$ cat src/rtl/scrambler_pkg.sv
// Keystream definitions shared by the scrambler and descrambler so the
// polynomial and the seed stay single-sourced.
package scrambler_pkg;

   localparam logic [7:0] LFSR_SEED = 8'hFF;

   typedef enum logic [1:0] {
      HUNT   = 2'd0,
      CHECK  = 2'd1,
      LOCKED = 2'd2
   } lock_state_t;

   function automatic logic [7:0] lfsr_next(input logic [7:0] x);
      return {x[6:0], x[6] ^ x[3]};
   endfunction

   // A seed whose successor has zero low bits would stall the keystream.
   function automatic logic lfsr_degenerate(input logic [7:0] x);
      logic [7:0] n;
      n = lfsr_next(x);
      return (n[6:0] == 7'd0);
   endfunction

endpackage

$ cat src/rtl/descrambler_lock_fsm.sv
// Keystream acquisition: seeds the LFSR from zero-plaintext training bytes
// and confirms alignment with consecutive predicted matches.
module descrambler_lock_fsm
   import scrambler_pkg::*;
#(
   parameter int LOCK_COUNT = 4,
   parameter int CNT_W      = 4
) (
   input  logic       clk_i,
   input  logic       rst_n_i,
   input  logic       resync_i,
   input  logic       accept_i,
   input  logic [7:0] data_i,
   output logic       locked_o,
   output logic       emit_o,
   output logic [7:0] lfsr_o
);

   localparam logic [CNT_W-1:0] LAST_MATCH = CNT_W'(LOCK_COUNT - 1);

   lock_state_t      state_q, state_d;
   logic [CNT_W-1:0] count_q, count_d;
   logic [7:0]       lfsr_q, lfsr_d;

   // Next-state logic; the keystream only advances on an accepted byte.
   always_comb begin
      state_d = state_q;
      count_d = count_q;
      lfsr_d  = lfsr_q;
      if (resync_i) begin
         state_d = HUNT;
         count_d = {CNT_W{1'b0}};
      end else if (accept_i) begin
         case (state_q)
            HUNT: begin
               if (!lfsr_degenerate(data_i)) begin
                  lfsr_d  = lfsr_next(data_i);
                  count_d = CNT_W'(1);
                  state_d = CHECK;
               end else begin
                  state_d = HUNT;
               end
            end
            CHECK: begin
               if (data_i == lfsr_q) begin
                  lfsr_d  = lfsr_next(lfsr_q);
                  count_d = count_q + CNT_W'(1);
                  if (count_q == LAST_MATCH) begin
                     state_d = LOCKED;
                  end else begin
                     state_d = CHECK;
                  end
               end else if (!lfsr_degenerate(data_i)) begin
                  lfsr_d  = lfsr_next(data_i);
                  count_d = CNT_W'(1);
                  state_d = CHECK;
               end else begin
                  count_d = {CNT_W{1'b0}};
                  state_d = HUNT;
               end
            end
            LOCKED: begin
               lfsr_d = lfsr_next(lfsr_q);
            end
            default: begin
               state_d = HUNT;
               count_d = {CNT_W{1'b0}};
            end
         endcase
      end else begin
         state_d = state_q;
      end
   end

   // State, counter and keystream registers.
   always_ff @(posedge clk_i) begin
      if (!rst_n_i) begin
         state_q <= HUNT;
         count_q <= {CNT_W{1'b0}};
         lfsr_q  <= LFSR_SEED;
      end else begin
         state_q <= state_d;
         count_q <= count_d;
         lfsr_q  <= lfsr_d;
      end
   end

   assign locked_o = (state_q == LOCKED);
   assign emit_o   = accept_i && !resync_i && (state_q == LOCKED);
   assign lfsr_o   = lfsr_q;

endmodule

$ cat src/rtl/sync_descrambler.sv
// Receive-side byte descrambler: lock FSM plus a single-entry output register
// with ready/valid backpressure.
module sync_descrambler
   import scrambler_pkg::*;
#(
   parameter int LOCK_COUNT = 4,
   parameter int CNT_W      = 4
) (
   input  logic       clock,
   input  logic       resetn,
   input  logic       resync,
   input  logic       in_valid,
   input  logic [7:0] in_data,
   output logic       in_ready,
   output logic       out_valid,
   output logic [7:0] out_data,
   input  logic       out_ready,
   output logic       locked,
   output logic [7:0] lfsr
);

   logic       accept_s;
   logic       emit_s;
   logic [7:0] lfsr_s;
   logic       out_valid_q, out_valid_d;
   logic [7:0] out_data_q, out_data_d;

   assign in_ready = !out_valid_q || out_ready;
   assign accept_s = in_valid && in_ready;

   descrambler_lock_fsm #(
      .LOCK_COUNT (LOCK_COUNT),
      .CNT_W      (CNT_W)
   ) u_lock (
      .clk_i    (clock),
      .rst_n_i  (resetn),
      .resync_i (resync),
      .accept_i (accept_s),
      .data_i   (in_data),
      .locked_o (locked),
      .emit_o   (emit_s),
      .lfsr_o   (lfsr_s)
   );

   // Output register: a new payload byte wins over draining the current one.
   always_comb begin
      out_valid_d = out_valid_q;
      out_data_d  = out_data_q;
      if (emit_s) begin
         out_valid_d = 1'b1;
         out_data_d  = in_data ^ lfsr_s;
      end else if (out_ready) begin
         out_valid_d = 1'b0;
      end else begin
         out_valid_d = out_valid_q;
      end
   end

   // Output holding register.
   always_ff @(posedge clock) begin
      if (!resetn) begin
         out_valid_q <= 1'b0;
         out_data_q  <= 8'h00;
      end else begin
         out_valid_q <= out_valid_d;
         out_data_q  <= out_data_d;
      end
   end

   assign out_valid = out_valid_q;
   assign out_data  = out_data_q;
   assign lfsr      = lfsr_s;

endmodule

$ cat config.mk
export PLATFORM = sky130hd
export DESIGN_NAME = sync_descrambler
export DESIGN_NICKNAME = d
export VERILOG_FILES = /design/src/rtl/scrambler_pkg.sv /design/src/rtl/descrambler_lock_fsm.sv /design/src/rtl/sync_descrambler.sv
export SDC_FILE = /design/constraint.sdc
export NUM_CORES = 1
export LEC_CHECK = 0
export ABC_AREA = 1
export ABC_CLOCK_PERIOD_IN_PS = 2700
export CAP_MARGIN = 15
export CELL_PAD_IN_SITES_DETAIL_PLACEMENT = 1
export CELL_PAD_IN_SITES_GLOBAL_PLACEMENT = 1
export CORE_MARGIN = 2
export CORE_UTILIZATION = 38
export DETAILED_ROUTE_END_ITERATION = 12
export PLACE_DENSITY = 0.83
export SETUP_SLACK_MARGIN = 0.15
export SLEW_MARGIN = 30
export SYNTH_ARGS = -nofsm -noshare
export SYNTH_HDL_FRONTEND = slang
export SYNTH_HIERARCHICAL = 1
export SYNTH_SLANG_ARGS = --single-unit
$ cat constraint.sdc
create_clock -name clock -period 2.7 [get_ports clock]
set_input_delay 0.27 -clock clock [delete_from_list [all_inputs] [get_ports clock]]
set_output_delay 0.27 -clock clock [all_outputs]
set_load 0.005 [all_outputs]
==> results.cfg, run 1 <==
[power_and_ir_drop]
peakVddDrop_uv = 195
swShare_pct = 31.1
switching_power_mw = 0.243
comb_power_share_pct = 23.3
power.internal_mw = 0.538
p_leak_nw = 1.04
p_clk_share_pct = 28.6
power.share.sequential_pct = 48.1
p_per_area_nw_per_um2 = 376

[yosys]
synth_top_area_share_pct = 27.2
synth_area_sq_um = 1690
synth_nets = 296
synth_seq_cells = 23
synthDistinctLibCells = 28
ys_seq_area_share_pct = 27.2
yosys_warnings = 6
synth.area.top_cells = dfxtp_1 (27%), nand2_1 (18%), inv_1 (11%), nand3_1 (6.2%), a21oi_1 (5.6%)
syn-instance-count = 278
yosys.area.top_type = dfxtp_1
postSynthAreaPerCell_sq_um = 6.08

[worst_setup_path]
reg2reg_depth = 8
startpoint_type = flop
endpoint_kind = primary output
path_max_fanout = 11
critPathKind = flop to primary output
required_ns = 2.43
worstPathArrival_ns = 1.72

[final_layout]
layout.nets = 328
final_core_util_pct = 48.1
antenna_cells = 0
mostFrequentLayoutCells = nand2_1 (83), inv_1 (51), clkdlybuf4s50_1 (31), nor2_1 (24), dfxtp_1 (23)
final_common_cell = nand2_1
design_area_sq_um = 2080
fin_cells = 361
layout-drive-gt1-share_pct = 6.47
fillCellCount = 613
area_delta_synth_final_pct = 23.0

[clock_network]
clkLatencyLatePin_ns = 0.26
ctsHoldBuffers = 0
clk_pin_slew_ns = 0.09
post_cts_buffers = 0
ctsLongestPathBuffers = 2
numCtsBuffers = 3
cts_tree = yes
cts_sinks = 23
cts_resized = 0
clock-root-buffer = clkbuf_8
cts_max_level = 1

[placement]
dpl.hpwl_microns = 3490
postPlaceCellArea_sq_um = 2030
dp_cells = 357
port_buffers = 31
gp_congestion = 0.798

[route]
routed_wirelength_microns = 4530
drt_iter0_markers = 37
routed_via_density = 4.90
wl_per_cell_microns = 12.5
num_vias = 1769
route.detailed.drc = 0
first_pass_iters = 4
detail-route-antenna-nets = 0

[floorplanning]
top_level_ports = 32
fp.coreArea_sq_um = 4320
fp.dieArea_sq_um = 5000
start_util_pct = 39.1
die_w_microns = 70.7
die_h_microns = 70.7
row_count = 24

[global_routing]
grt_use_total_pct = 18.8
overflow = 0
grt_max_degree = 18
antenna_found_initial = 0
grt_pass1_wl_microns = 7670
grt_pass1_vias = 1685

[timing]
period_minus_slack_ns = 1.99
drv_slew = 0
slew_headroom_pct = 68.6
timing.setup.tns_ns = 0
fmax_mhz = 502
clock_skew_ns = 0.000880
finalSetupViolations = 0
finalHoldViolCount = 0
rsz0062_at_grt = false
worst-slew-pin-transition_ns = 0.471
final_min_period_over_clock_period_pct = 73.7

[worst_hold_path]
min_path_cells = 2
hold_class = flop to flop

[run_status]
run_status = complete, no violations

[flow_run]
drv_cap = 0
[state kept, by name, summed over array words and instances, names as in the netlist]
register and count:
u_lock/lfsr_o 8, u_lock/count_q 4, out_data 8, u_lock/state_q 2, out_valid 1
[layout make-up]
cell class | instances | area (sq um) | share of cell area [%]
multi-input cells | 195 | 985 | 47.4
flip-flops and latches | 23 | 460 | 22.1
repair buffers | 32 | 318 | 15.3
inverters | 55 | 206 | 9.93
well taps | 52 | 65.1 | 3.13
clock buffers | 4 | 45.0 | 2.17
[routing by layer]
metal	global-route usage [%]	part of all wire, %	vias to the layer above
li1	-	-	918
met1	26.0	51	825
met2	31.5	45	24
met3	1.71	3.2	2
met4	5.03	0.75	0
met5	0	0	-
[power by group through the flow]
stage          Clock [mW]  Sequential, mW  Combinational [mW]
2_1_floorplan           0           0.377               0.109
3_3_place_gp            0           0.382               0.177
3_5_place_dp            0           0.384               0.182
4_1_cts             0.231           0.376               0.184
5_1_grt             0.246           0.379               0.207
6_report            0.224           0.376               0.182
[through the flow]
stage               total power [mW]  setup WS, ns  hold slack [ns]
floorplan                      0.486          1.18            0.354
detailed placement             0.566         0.704            0.515
global placement               0.560         0.728            0.502
global route                   0.832         0.586            0.563
finish                         0.782         0.709            0.524
CTS                            0.791         0.683            0.526
[Yosys cell counts]
| master | n |
|---|---|
| or2_2 | 1 |
| nand3_1 | 21 |
| nand2_1 | 83 |
| buf_2 | 1 |
| inv_1 | 51 |
| o21ai_1 | 4 |
| o21ai_4 | 1 |
| nand4_1 | 1 |
| a21oi_1 | 19 |
| nor2_2 | 2 |
| nand2_2 | 2 |
| clkbuf_1 | 2 |
| a21boi_0 | 1 |
| dfxtp_1 | 23 |
| o21ai_0 | 15 |
| nor3_1 | 2 |
| nor2_4 | 4 |
| nor2_1 | 24 |
| nor3b_1 | 1 |
| clkinv_1 | 1 |
| xnor2_1 | 5 |
| nand4_4 | 1 |
| ha_1 | 5 |
| o21bai_1 | 2 |
| inv_2 | 3 |
| nor3_4 | 1 |
| buf_6 | 1 |
| buf_12 | 1 |
[cell families after synthesis]
logic type	after synthesis	synth area share, %
xor+xnor	5	2.59
flops	23	27.2
simple gates	143	38.1
buf+inv	60	14.8
fa+ha+maj	5	3.70
compound gates	42	13.5
[worst paths after layout]
check,startpoint,slack [ns],to
min reg2reg,out_valid,0.52,out_valid
max reg2reg,u_lock/state_q[0],0.99,out_data[3]
max,u_lock/state_q[0],0.71,locked
min,out_valid,0.52,out_valid
[critical path, cell delays in order, from the launching register on]
cell	delay, ns
dfxtp_1	0.35
inv_1	0.08
ha_1	0.44
clkdlybuf4s50_1	0.59
Note: power is estimated with default switching activity, not from simulation.
==> run 2: changes to the inputs <==
Settings changed: ABC_CLOCK_PERIOD_IN_PS 2700 to 2100, CORE_UTILIZATION 38 to 35, PLACE_DENSITY 0.83 to 0.78.
Clock period 2.7 ns to 2.1 ns, I/O delays scaled along.
==> run 2 against run 1 <==
Compared with the run above:
- register-to-register slack got worse by 0.44 ns
- critical path type unchanged
- first-iteration DRC count increased by 68%
- final area increased by 0.84%
- highest routed layer unchanged
- global-route usage decreased by 0.34 points
- clock-buffer cell count unchanged
- combinational power increased by 30%
- worst setup slack got worse by 0.32 ns
- clock power increased by 30%
- worst hold slack got worse by 0.019 ns
- core utilization decreased by 3.4 points
- sequential share of layout area decreased by 0.18 points
- largest cell class unchanged
- die area increased by 8.1%
==> results.cfg, run 2 (synthesis gave the netlist of run 1 again) <==
[run_status]
run_status = complete, no violations

[clock_network]
post_cts_buffers = 0
cts_max_level = 1
clock-root-buffer = clkbuf_8
cts_sinks = 23
cts_resized = 0
clkLatencyLatePin_ns = 0.27
clk_pin_slew_ns = 0.09
numCtsBuffers = 3
cts_tree = yes
ctsLongestPathBuffers = 2
ctsHoldBuffers = 0

[worst_hold_path]
hold_class = input port to flop
hold_start = resetn

[global_routing]
grt_max_degree = 18
grt_pass1_vias = 1674
grt_pass1_wl_microns = 7780
grt_use_total_pct = 18.5
overflow = 0
antenna_found_initial = 0

[timing]
slew_headroom_pct = 69.8
finalHoldViolCount = 0
rsz0062_at_grt = false
period_minus_slack_ns = 1.71
drv_slew = 0
worst_slack_ns = 0.393
fmax_mhz = 586
finalSetupViolations = 0
clock_skew_ns = 0.00452
worst-slew-pin-transition_ns = 0.454
final_min_period_over_clock_period_pct = 81.3
timing.setup.tns_ns = 0

[final_layout]
antenna_cells = 0
mostFrequentLayoutCells = nand2_1 (83), inv_1 (51), clkdlybuf4s50_1 (31), nor2_1 (24), dfxtp_1 (23)
final_core_util_pct = 44.7
final_common_cell = nand2_1
layout.nets = 330
layout-drive-gt1-share_pct = 7.07
area_delta_synth_final_pct = 24.1

[worst_setup_path]
startpoint = u_lock/state_q[0]
r2r_slack_ns = 0.55
startpoint_type = flop
path_max_fanout = 4
worstReg2RegStart = u_lock/state_q[0]
endpoint_kind = primary output
worstPathArrival_ns = 1.50
critPathKind = flop to primary output
required_ns = 1.89

[power_and_ir_drop]
peakVddDrop_uv = 204
total_power_mw = 1.01
p_leak_nw = 1.05
p_per_area_nw_per_um2 = 482

[route]
num_vias = 1758
first_pass_iters = 4
detail-route-antenna-nets = 0
drt_iter0_markers = 62
routed_wirelength_microns = 4590
routed_via_density = 4.82
wl_per_cell_microns = 12.6
route.detailed.drc = 0

[floorplanning]
start_util_pct = 36.0
top_level_ports = 32
fp.dieArea_sq_um = 5400
fp.coreArea_sq_um = 4690
die_w_microns = 73.5
die_h_microns = 73.5
row_count = 25

[placement]
pre_cts_slack_ns = 0.282
dpl.hpwl_microns = 3600
port_buffers = 31
gp_congestion = 0.837

[flow_run]
drv_cap = 0
[run 2: cell types whose count changed in the layout (fill, tap and decap cells not counted)]
cell,change
buf_4,+2
[run 2: cell type report]
type / instances / area, sq um
clock buffers: 4 / 45.0
repair buffers: 34 / 333
fillers: 650 / 2590
flip-flops and latches: 23 / 460
inverters: 55 / 206
multi-input cells: 195 / 985
well taps: 54 / 67.6
[run 2: metal layers]
layer  GRT usage [%]  wire, microns  vias up
met2            28.5           2040       26
met5               0              0        -
met4            5.45             29        0
met1            26.6           2380      812
li1                -              -      918
met3            2.74            139        2
[run 2: critical path, cell delays in order, from the launching register on]
cell,delay [ns]
dfxtp_1,0.35
inv_1,0.09
ha_1,0.26
clkdlybuf4s50_1,0.53
[run 2: path summary, 6_finish.rpt]
kind,cells past startpoint,to
setup / recovery,3,locked
hold / removal,2,u_lock/lfsr_o[0]
setup reg to reg,7,u_lock/lfsr_o[7]
hold reg to reg,2,out_valid
[run 2: power breakdown]
group          switching [mW]  internal, mW
Sequential             0.0310         0.453
Combinational           0.131         0.106
Clock                   0.155         0.136
[run 2: through the flow]
step	area (sq um)	std cells	hold slack, ns
final	2100	365	0.506
after global routing	2100	365	0.543
after CTS	2100	365	0.508
after detailed placement	2050	361	0.507
after global placement	2050	361	0.509
after floorplan	1690	278	0.294
==> run 3: changes to the inputs <==
Settings changed: ABC_CLOCK_PERIOD_IN_PS 2100 to 1400, CORE_UTILIZATION 35 to 32, PLACE_DENSITY 0.78 to 0.75.
Clock period 2.1 ns to 1.4 ns, I/O delays scaled along.
==> run 3 against run 2 <==
Compared with the run above:
- clock power up 65%
- largest cell class unchanged
- via count rose by 22%
- worst setup slack lost 0.42 ns
- global-route usage up 2.6 points
- non-clock buffer count up 53
- sequential share of layout area decreased by 5.1 points
- register-to-register slack worse by 0.58 ns
- clock skew is 0.0036 ns lower
- routed wire length increased by 56%
- first-iteration DRC count decreased by 23%
- the flow now finishes with violations (setup timing)
- cell count grew 19%
- largest power group unchanged
==> results.cfg, run 3 (synthesis gave the netlist of run 1 again) <==
[final_layout]
layout-drive-gt1-share_pct = 43.4
layout.nets = 383
multi_input_area_sq_um = 1260
mostFrequentLayoutCells = nand2_1 (74), inv_1 (41), buf_4 (41), nand3_1 (18), dlygate4sd2_1 (18)
fillCellCount = 663
final_common_cell = nand2_1
antenna_cells = 0
seqCellArea_sq_um = 494
fin_cells = 434
area_delta_synth_final_pct = 73.1

[worst_setup_path]
endpoint = u_lock/lfsr_o[7]
critPathKind = flop to flop
startpoint = u_lock/lfsr_o[7]
endpoint_kind = flop
worstReg2RegStart = u_lock/lfsr_o[7]
reg2reg_depth = 9
startpoint_type = flop
r2r_end = u_lock/lfsr_o[7]
r2r_slack_ns = -0.03
worstPathArrival_ns = 1.62
path_max_fanout = 5
required_ns = 1.59

[global_routing]
grt_use_total_pct = 21.1
antenna_found_initial = 0
grt_pass1_vias = 2094
grt_pass1_wl_microns = 9970
overflow = 0
grt_max_degree = 14

[route]
first_pass_iters = 4
routed_via_density = 4.95
detail-route-antenna-nets = 0
routed_wirelength_microns = 7190
wl_per_cell_microns = 16.6
route.detailed.drc = 0
num_vias = 2149
drt_iter0_markers = 48

[clock_network]
ctsLongestPathBuffers = 2
cts_tree = yes
clock-root-buffer = clkbuf_8
cts_max_level = 1
clk_pin_slew_ns = 0.10
numCtsBuffers = 3
clkLatencyLatePin_ns = 0.29
cts_sinks = 23
ctsHoldBuffers = 0

[placement]
gp_congestion = 0.833
port_buffers = 31
dp_cells = 406
dpl.hpwl_microns = 4300

[floorplanning]
fp.coreArea_sq_um = 5110
row_count = 26
die_h_microns = 76.7
die_w_microns = 76.7
fp.dieArea_sq_um = 5880
top_level_ports = 32
start_util_pct = 33.1

[timing]
worst_slack_ns = -0.0308
slew_headroom_pct = 73.1
finalSetupViolations = 4
whs_ns = 0.365
fmax_mhz = 699
worst-slew-pin-transition_ns = 0.403
timing.setup.tns_ns = -0.0498
final_min_period_over_clock_period_pct = 102
rsz0062_at_grt = true
clock_skew_ns = 0.000967
period_minus_slack_ns = 1.43
drv_slew = 0
finalHoldViolCount = 0

[power_and_ir_drop]
peakVddDrop_uv = 397
p_per_area_nw_per_um2 = 623
total_power_mw = 1.82
p_leak_nw = 1.53

[flow_run]
drv_cap = 0

[run_status]
run_status = finished, violations left
violations = setup timing

[worst_hold_path]
hold_class = input port to flop
-- run 3: layout make-up --
class                      count  share of cell area (%)
clock buffer                   3                    1.41
clock inverter                 1                   0.171
inverter                      55                    7.74
multi-input combinational    195                    42.9
sequential                    23                    16.9
tap                           70                    2.99
timing repair buffer          87                    27.8
-- run 3: power breakdown --
| group | leakage [nW] | total (mW) | internal, mW | switching (mW) |
|---|---|---|---|---|
| Combinational | 1.31 | 0.634 | 0.294 | 0.340 |
| Clock | 0.0255 | 0.480 | 0.201 | 0.279 |
| Sequential | 0.191 | 0.708 | 0.679 | 0.0290 |
| Total | 1.53 | 1.82 | 1.17 | 0.649 |
-- run 3: per-layer routing --
| layer | GRT usage [%] | vias to the layer above | routed length (microns) |
|---|---|---|---|
| met5 | 0 | - | 0 |
| met3 | 1.76 | 11 | 214 |
| met1 | 26.9 | 1053 | 3050 |
| met4 | 7.64 | 0 | 131 |
| li1 | - | 1035 | - |
| met2 | 36.8 | 50 | 3790 |
-- run 3: repair_timing --
item | CTS | global route
endpoints found under the setup margin | 42 | 29
resized for setup | 88 | 64
hold endpoints to repair | 0 | 0
pin swaps | 23 | 28
buffers inserted | 10 | 12
gates cloned | 1 | 1
-- run 3: worst min path at each step --
stage                                 start                 to  cells after the start
final                            in_data[0]        out_data[0]                      6
after global routing             in_data[0]        out_data[0]                      6
after CTS                         out_ready          out_valid                      6
after detailed placement  u_lock/count_q[1]  u_lock/count_q[1]                      2
after global placement    u_lock/count_q[3]  u_lock/count_q[3]                      4
after floorplan                      resetn   u_lock/lfsr_o[0]                      1
-- run 3: through the flow --
step                area, sq um  setup slack (ns)  utilization, %
global placement           2320            -0.274            45.4
finish                     2930           -0.0308            57.3
detailed placement         2320            -0.362            45.4
global route               2930            -0.109            57.3
CTS                        2620           0.00970            51.2
floorplan                  1720            0.0471               -
-- run 3: worst max-delay path: stages, from the launching register on --
cell	delay [ns]
dfxtp_4	0.39
nand2_1	0.09
nand2_1	0.16
nand2_4	0.08
nor2_2	0.17
nand3_1	0.13
nand3_1	0.13
nand2_1	0.07
nand2_1	0.06
nand2_1	0.05
